<file path="config.mk">
export PLATFORM = sky130hd
export DESIGN_NAME = mm_wide_sub
export DESIGN_NICKNAME = d
export VERILOG_FILES = /design/src/rtl/mm_wide_sub_pkg.sv /design/src/rtl/mm_wide_sub_word_sub_16bit.sv /design/src/rtl/mm_wide_sub.sv
export SDC_FILE = /design/constraint.sdc
export NUM_CORES = 1
export LEC_CHECK = 0
export ABC_AREA = 1
export ABC_CLOCK_PERIOD_IN_PS = 2460
export CAP_MARGIN = 40
export CORE_ASPECT_RATIO = 1.4
export CORE_MARGIN = 1.5
export CORE_UTILIZATION = 45
export CTS_CLUSTER_SIZE = 8
export DETAILED_ROUTE_END_ITERATION = 10
export PLACE_DENSITY = 0.73
export SLEW_MARGIN = 20
export SYNTH_ARGS = -nofsm -noshare
export SYNTH_HDL_FRONTEND = slang
export SYNTH_HIERARCHICAL = 1
export SYNTH_SLANG_ARGS = --single-unit
</file>
<file path="constraint.sdc">
create_clock -name clk -period 2.46 [get_ports clk]
set_input_delay 0.738 -clock clk [delete_from_list [all_inputs] [get_ports clk]]
set_output_delay 0.738 -clock clk [all_outputs]
set_load 0.05 [all_outputs]
</file>
<file path="src/rtl/mm_wide_sub_pkg.sv">
// Shared definitions for the multi-word subtractor: default geometry,
// counter sizing and FSM state encoding.
package mm_wide_sub_pkg;

    localparam int WORD_W_DEF = 16;
    localparam int NWORDS_DEF = 256;

    // Word counter width; a single-word operand still needs one bit.
    function automatic int cnt_w(input int nwords);
        return (nwords > 1) ? $clog2(nwords) : 1;
    endfunction

    typedef enum logic [1:0] {
        IDLE  = 2'd0,
        RUN   = 2'd1,
        FLUSH = 2'd2
    } state_t;

endpackage

</file>
<file path="src/rtl/mm_wide_sub_word_sub_16bit.sv">
// Combinational word subtractor: a + ~b + !bin on a parallel-prefix
// (Kogge-Stone) carry-lookahead network; bout is the inverted carry out.
module word_sub_16bit
    import mm_wide_sub_pkg::*;
#(
    parameter int WORD_W = WORD_W_DEF
) (
    input  logic [WORD_W-1:0] a,
    input  logic [WORD_W-1:0] b,
    input  logic              bin,
    output logic [WORD_W-1:0] diff,
    output logic              bout
);

    logic [WORD_W-1:0] nb;
    logic [WORD_W-1:0] psum;
    logic              cin;
    logic [WORD_W-1:0] g, p, gn, pn;
    logic [WORD_W:0]   c;

    assign nb   = ~b;
    assign cin  = ~bin;
    assign psum = a ^ nb;

    // After the prefix passes g[i] is the carry out of bit i, cin folded in at bit 0.
    always_comb begin
        g    = a & nb;
        p    = psum;
        g[0] = g[0] | (p[0] & cin);
        gn   = g;
        pn   = p;
        for (int d = 1; d < WORD_W; d = d * 2) begin
            gn = g;
            pn = p;
            for (int i = d; i < WORD_W; i++) begin
                gn[i] = g[i] | (p[i] & g[i-d]);
                pn[i] = p[i] & p[i-d];
            end
            g = gn;
            p = pn;
        end
    end

    assign c    = {g, cin};
    assign diff = psum ^ c[WORD_W-1:0];
    assign bout = ~c[WORD_W];

endmodule

</file>
<file path="src/rtl/mm_wide_sub.sv">
// Streaming multi-word subtractor A - B, LSW first, one word per cycle with
// a registered valid/ready output stage and final borrow on the last word.
module mm_wide_sub
    import mm_wide_sub_pkg::*;
#(
    parameter int WORD_W = WORD_W_DEF,
    parameter int NWORDS = NWORDS_DEF
) (
    input  logic              clk,
    input  logic              rst_n,
    input  logic              start,
    input  logic              in_valid,
    output logic              in_ready,
    input  logic [WORD_W-1:0] in_a,
    input  logic [WORD_W-1:0] in_b,
    output logic              out_valid,
    input  logic              out_ready,
    output logic [WORD_W-1:0] out_diff,
    output logic              out_last,
    output logic              out_borrow,
    output logic              busy,
    output logic              done
);

    localparam int CW = cnt_w(NWORDS);
    localparam logic [CW-1:0] LAST_IDX = CW'(NWORDS - 1);

    state_t            state, state_nx;
    logic [CW-1:0]     cnt;
    logic              borrow_reg;
    logic [WORD_W-1:0] diff;
    logic              bout;
    logic              accept, out_fire, is_last;

    word_sub_16bit #(.WORD_W(WORD_W)) u_sub (
        .a    (in_a),
        .b    (in_b),
        .bin  (borrow_reg),
        .diff (diff),
        .bout (bout)
    );

    assign in_ready = (state == RUN) & (~out_valid | out_ready);
    assign accept   = in_valid & in_ready;
    assign out_fire = out_valid & out_ready;
    assign is_last  = (cnt == LAST_IDX);
    assign busy     = (state != IDLE);

    always_comb begin
        state_nx = state;
        case (state)
            IDLE:    if (start) state_nx = RUN;
            RUN:     if (accept && is_last) state_nx = FLUSH;
            FLUSH:   if (out_fire && out_last) state_nx = IDLE;
            default: state_nx = IDLE;
        endcase
    end

    always_ff @(posedge clk or negedge rst_n) begin
        if (!rst_n) begin
            state      <= IDLE;
            cnt        <= '0;
            borrow_reg <= 1'b0;
            out_valid  <= 1'b0;
            out_diff   <= '0;
            out_last   <= 1'b0;
            out_borrow <= 1'b0;
            done       <= 1'b0;
        end else begin
            state <= state_nx;
            done  <= (state == FLUSH) & out_fire & out_last;
            if (state == IDLE && start) begin
                cnt        <= '0;
                borrow_reg <= 1'b0;
            end
            // A new word replaces the held one; otherwise a handshake just drains it.
            if (accept) begin
                out_valid  <= 1'b1;
                out_diff   <= diff;
                out_last   <= is_last;
                out_borrow <= is_last & bout;
                borrow_reg <= bout;
                cnt        <= cnt + 1'b1;
            end else if (out_fire) begin
                out_valid  <= 1'b0;
                out_last   <= 1'b0;
                out_borrow <= 1'b0;
            end
        end
    end

endmodule

</file>
==> reports/metrics.csv, run 1 <==
stage;metric;value;unit
run_status;status;completed;
final_layout;leading cell type in the layout, fill and taps excluded;nand2_1;
final_layout;Layout area overhead;33.0;%
placement;Port Buf Inserts;58;
logic_synthesis;Ys Warns;6;
detailed_routing;first-pass iteration count of the detailed router;4;
global_route;total gr overflow;0;
timing;post-layout min period;2.37;ns
detailed_routing;initial drt markers;125;
final_layout;number of flip-flops in the largest register;16;
power_and_ir_drop;VDD IR max;0.255;mV
worst_setup_path;CP max FO;3;
worst_hold_path;Worst Hold Depth;2;
timing;RSZ-0062 raised after global routing;false;
final_layout;biggest registers after layout;out_diff: 16 flops, cnt: 8 flops, state: 2 flops;
logic_synthesis;Seq cells post-synth;31;
power_and_ir_drop;combinational share of power;0.473;
power_and_ir_drop;pwr dens;663;nW/um^2
job;MaxCap Viol Count;0;
final_layout;most frequent cells in the layout;nand2_1 (163), inv_1 (62), clkdlybuf4s50_1 (55);
logic_synthesis;Syn Nets;434;
power_and_ir_drop;Seq pwr share;0.330;
global_route;largest net degree at the start of global routing;32;
timing;Final Hold Vio Count;0;
worst_hold_path;Hold Crit Class;flip-flop to flip-flop;
cts;CTS Sinks;31;
timing;Max Freq;0.422;GHz
floorplanning;die height;90.8;um
timing;Rel. slew slack;0.648;
detailed_routing;number of remaining DRC errors;0;
detailed_routing;Final ANT Viol Nets;0;
detailed_routing;routed wire length;5410;um
power_and_ir_drop;sw frac;0.421;
cts;clock-pin transition on the worst setup and hold timing paths;0.06;ns
final_layout;share of layout cells above drive strength 1;0.111;
timing;final-report setup violation count;0;
placement;Final GP Congestion;0.833;
timing;Worst Clk Skew;0.00562;ns
global_route;first-pass GRT wire length;9700;um
cts;root cell of the clock tree;clkbuf_8;
power_and_ir_drop;Int Power;1.27;mW
timing;setup TNS;0;ns
timing;worst slew pin tran;0.527;ns
logic_synthesis;Syn Area/Cell;6.54;sq um
worst_setup_path;Worst EP required;1.72;ns
timing;WHS;0.481;ns
worst_setup_path;Reg-to-Reg Start;borrow_reg;
global_route;GRT Util Overall;0.204;
floorplanning;starting density of the core;0.474;
worst_setup_path;R2R cell count;13;
final_layout;final net count;505;
logic_synthesis;Yosys cell types;28;
global_route;initial antenna violation count;0;
timing;post-route clock period utilization;0.963;
cts;hold-fix buffers at CTS;0;
power_and_ir_drop;Psw;921;uW
detailed_routing;vias per cell;4.70;
power_and_ir_drop;Leak Pwr;1.86;nW
worst_hold_path;start point of the worst hold path;out_diff[6];
logic_synthesis;Mapped Area;2480;sq um
final_layout;register with the most flip-flops;out_diff;
global_route;number of global-route vias before repair;2386;
logic_synthesis;post-synthesis cell count;379;
cts;CTS tree;yes;
timing;max-slew violations;0;
power_and_ir_drop;overall power;2.19;mW
worst_hold_path;Hold EP;out_diff[6];
floorplanning;Top Ports;59;
worst_setup_path;Crit Reg-Reg Endpoint;out_diff[14];
floorplanning;DIE AREA;5970;sq um
worst_setup_path;Crit path arrival time;1.63;ns
detailed_routing;routed vias;2430;
detailed_routing;Avg WL per Cell;10.5;um
cts;H-tree levels;2;
placement;Placed Cells;508;
worst_setup_path;CP startpoint kind;input port;
floorplanning;die extent in x;65.7;um
cts;Clk Latency, worst-skew pair;0.28;ns
cts;CTS buffer count;5;
worst_setup_path;Worst Path Class, Setup;input port to primary output;
power_and_ir_drop;Clk pwr share;0.197;
worst_setup_path;Worst Setup End Kind;primary output;
cts;Max Root-Sink Buffers;2;
logic_synthesis;sequential share of the synthesized area;0.313;
floorplanning;core box area;5240;sq um
final_layout;fin cells;517;
worst_setup_path;Reg2Reg Setup Slack;0.48;ns
placement;hpwl dp;4400;um
floorplanning;Site Rows;31;
final_layout;Ant. Diodes;0;
## cell families (layout without fill, tap and decap cells)
logic type,Yosys count,after routing,share of synthesized area
compound gates,14,14,0.0328
xor+xnor,7,7,0.0247
fa+ha+maj,18,18,0.0969
buf+inv,74,146,0.124
flops,31,31,0.313
simple gates,235,235,0.409
## power groups by stage
stage               registers [mW]  clock network, mW  logic (mW)
floorplan                    0.984                  0       0.422
global placement             0.724                  0        1.02
detailed placement           0.730                  0        1.03
CTS                          0.722              0.437        1.05
global route                 0.738              0.459        1.14
finish                       0.722              0.431        1.04
## how the worst max path moves through the flow
stage                     startpoint            to  cells after the start
after floorplan              in_b[0]  out_diff[14]                     13
after global placement       in_b[0]  out_diff[14]                     14
after detailed placement     in_b[0]  out_diff[10]                     14
after CTS                   state[1]          busy                      3
after global routing       out_ready      in_ready                      6
final                      out_ready      in_ready                      6
## worst max-delay path: stages
cell and delay, ns:
clkdlybuf4s50_1 0.50, inv_1 0.05, nand2_1 0.07, nand2_1 0.05, inv_1 0.09, buf_12 0.14
## layer usage
layer	share of wire	global-route usage	vias to the layer above
met1	0.42	0.218	1097
met2	0.54	0.389	42
met4	0.020	0.0729	0
met3	0.022	0.0262	8
met5	0	0	-
li1	-	-	1283
## cells in the mapped netlist, drive strengths merged
master	count	share of area
a21oi	9	0.020
buf	4	0.016
dfrtp	31	0.31
fa	2	0.016
ha	16	0.081
inv	70	0.11
nand2	175	0.27
nand3	32	0.078
nand3b	2	0.0061
nand4	2	0.0050
nor2	19	0.032
nor3	4	0.012
o21a	1	0.0030
o21ai	2	0.0040
o21bai	2	0.0061
or2	1	0.0025
xor2	7	0.025
## area by class of cell
type	count	area, sq um
Sequential cell	31	776
Clock buffer	8	100
Tap cell	66	82.6
Fill cell	508	1940
Inverter	70	268
Timing Repair Buffer	68	663
Multi-Input combinational cell	274	1410
## through the flow
step / instance area, sq um / setup slack, ns / utilization
final: 3300 / 0.0901 / 0.630
after detailed placement: 3180 / -0.485 / 0.608
after floorplan: 2480 / 0.151 / -
after CTS: 3300 / 0.0835 / 0.630
after global routing: 3300 / 0.0162 / 0.630
after global placement: 3180 / -0.428 / 0.608
## timing repair
item,CTS,global route
resized for setup,7,0
pin swaps,7,1
setup buffers,1,0
setup endpoints to repair,8,1
hold endpoints to repair,0,0
Power figures use the tool's default switching activity.
==> inputs of run 2 (changes only) <==
--- a/config.mk
+++ b/config.mk
@@ -8,7 +8,7 @@
 export ABC_AREA = 1
 export ABC_CLOCK_PERIOD_IN_PS = 2460
 export CAP_MARGIN = 40
-export CORE_ASPECT_RATIO = 1.4
+export CORE_ASPECT_RATIO = 1.25
 export CORE_MARGIN = 1.5
 export CORE_UTILIZATION = 45
 export CTS_CLUSTER_SIZE = 8
==> reports/metrics.csv, run 2 (synthesized netlist as in run 1, its figures left out) <==
stage;metric;value;unit
worst_setup_path;CP startpoint;out_ready;
detailed_routing;vias per cell;4.72;
detailed_routing;number of remaining DRC errors;0;
placement;Port Buf Inserts;58;
worst_setup_path;Slowest-stage cell, CP;clkdlybuf4s50_1;
power_and_ir_drop;pwr dens;654;nW/um^2
timing;final-report setup violation count;0;
timing;WHS;0.483;ns
global_route;total gr overflow;0;
worst_setup_path;Worst Setup EP;in_ready;
floorplanning;core box area;5370;sq um
power_and_ir_drop;VDD IR max;0.281;mV
power_and_ir_drop;Int Power;1.24;mW
global_route;number of global-route vias before repair;2288;
detailed_routing;routed vias;2433;
timing;Final Hold Vio Count;0;
cts;CTS tree;yes;
detailed_routing;first-pass iteration count of the detailed router;6;
floorplanning;DIE AREA;5970;sq um
timing;post-route clock period utilization;0.967;
timing;Rel. slew slack;0.664;
timing;Max Freq;0.421;GHz
timing;worst slew pin tran;0.503;ns
worst_setup_path;Reg2Reg Setup Slack;0.54;ns
worst_hold_path;Hold Crit Class;flip-flop to flip-flop;
cts;Clk Latency, worst-skew pair;0.29;ns
final_layout;Util after Layout;0.617;
power_and_ir_drop;Psw;927;uW
cts;H-tree levels;2;
final_layout;biggest registers after layout;out_diff: 16 flops, cnt: 8 flops, state: 2 flops;
floorplanning;starting density of the core;0.462;
floorplanning;die height;86.0;um
cts;CTS buffer count;5;
final_layout;Ant. Diodes;0;
floorplanning;Site Rows;30;
worst_setup_path;Reg-to-Reg Start;borrow_reg;
final_layout;number of flip-flops in the largest register;16;
worst_setup_path;Worst EP required;1.72;ns
worst_setup_path;Worst Setup End Kind;primary output;
cts;root cell of the clock tree;clkbuf_8;
final_layout;leading cell type in the layout, fill and taps excluded;nand2_1;
power_and_ir_drop;overall power;2.17;mW
worst_setup_path;R2R cell count;13;
timing;Worst Clk Skew;0.00782;ns
power_and_ir_drop;Leak Pwr;1.88;nW
final_layout;# fillers;553;
worst_setup_path;CP max FO;3;
placement;Placed Cells;506;
timing;RSZ-0062 raised after global routing;false;
power_and_ir_drop;sw frac;0.428;
global_route;GRT Util Overall;0.192;
placement;Post-DP Area;3180;sq um
power_and_ir_drop;Seq pwr share;0.336;
timing;max-slew violations;0;
timing;setup TNS;0;ns
floorplanning;die extent in x;69.4;um
job;MaxCap Viol Count;0;
final_layout;register with the most flip-flops;out_diff;
timing;final worst-path setup slack;0.0822;ns
global_route;largest net degree at the start of global routing;32;
placement;hpwl dp;4220;um
final_layout;share of layout cells above drive strength 1;0.117;
detailed_routing;initial drt markers;131;
detailed_routing;routed wire length;5230;um
final_layout;final net count;507;
placement;Place WS;-0.471;ns
cts;clock-pin transition on the worst setup and hold timing paths;0.06;ns
run_status;status;completed;
worst_setup_path;CP startpoint kind;input port;
final_layout;fin cells;516;
worst_setup_path;Worst Path Class, Setup;input port to primary output;
worst_setup_path;crit-path cells;clkdlybuf4s50_1 -> inv_1 -> nand2_1 -> nand2_1 -> inv_1 -> buf_12;
placement;Final GP Congestion;0.863;
power_and_ir_drop;Clk pwr share;0.185;
global_route;initial antenna violation count;0;
final_layout;Layout area overhead;33.5;%
worst_setup_path;Crit Reg-Reg Endpoint;out_diff[14];
final_layout;most frequent cells in the layout;nand2_1 (163), inv_1 (61), clkdlybuf4s50_1 (54);
final_layout;fin area;3310;sq um
timing;post-layout min period;2.38;ns
worst_setup_path;Max stage delay on crit path;0.50;ns
global_route;first-pass GRT wire length;9420;um
cts;CTS Sinks;31;
detailed_routing;Avg WL per Cell;10.1;um
floorplanning;Top Ports;59;
cts;Max Root-Sink Buffers;2;
power_and_ir_drop;combinational share of power;0.479;
worst_setup_path;Crit path arrival time;1.64;ns
detailed_routing;Final ANT Viol Nets;0;
run 2: worst min-delay path by stage:
stage,cells past startpoint,endpoint,slack (ns),from
6_report,2,out_diff[11],0.48,out_diff[11]
5_1_grt,2,out_diff[3],0.50,out_diff[3]
4_1_cts,2,out_diff[11],0.49,out_diff[11]
3_5_place_dp,2,out_diff[11],0.47,out_diff[11]
3_3_place_gp,2,out_diff[15],0.47,out_diff[15]
2_1_floorplan,0,borrow_reg,0.44,rst_n
run 2: area by class of cell:
| cell class | instances | area (sq um) | area share |
|---|---|---|---|
| Multi-Input combinational cell | 274 | 1410 | 0.426 |
| Sequential cell | 31 | 776 | 0.234 |
| Timing Repair Buffer | 70 | 688 | 0.208 |
| Inverter | 70 | 268 | 0.0809 |
| Clock buffer | 6 | 82.6 | 0.0250 |
| Tap cell | 64 | 80.1 | 0.0242 |
| Clock inverter | 1 | 5.00 | 0.00151 |
run 2: worst max-delay path, delay by kind of cell:
kind / cells / cell delay, ns
buf+inv: 4 / 0.78
simple gates: 2 / 0.12
run 2: repair_timing:
action / 4_1_cts / 5_1_grt
buffers inserted: 1 / 2
pin swaps: 2 / 4
hold buffers: 0 / 0
setup endpoints to repair: 8 / 8
gates resized for setup: 3 / 6
run 2: power by group through the flow:
| stage | clock network (mW) | registers (mW) | logic, mW |
|---|---|---|---|
| floorplan | 0 | 0.984 | 0.422 |
| global placement | 0 | 0.729 | 1.01 |
| detailed placement | 0 | 0.734 | 1.03 |
| CTS | 0.410 | 0.726 | 1.04 |
| global route | 0.432 | 0.747 | 1.13 |
| finish | 0.400 | 0.727 | 1.04 |
run 2: per-layer routing:
metal	global-route usage	wire [um]	share of wire
met5	0	0	0
met4	0.0891	107	0.020
met3	0.0294	148	0.028
met2	0.356	2730	0.52
met1	0.216	2250	0.43
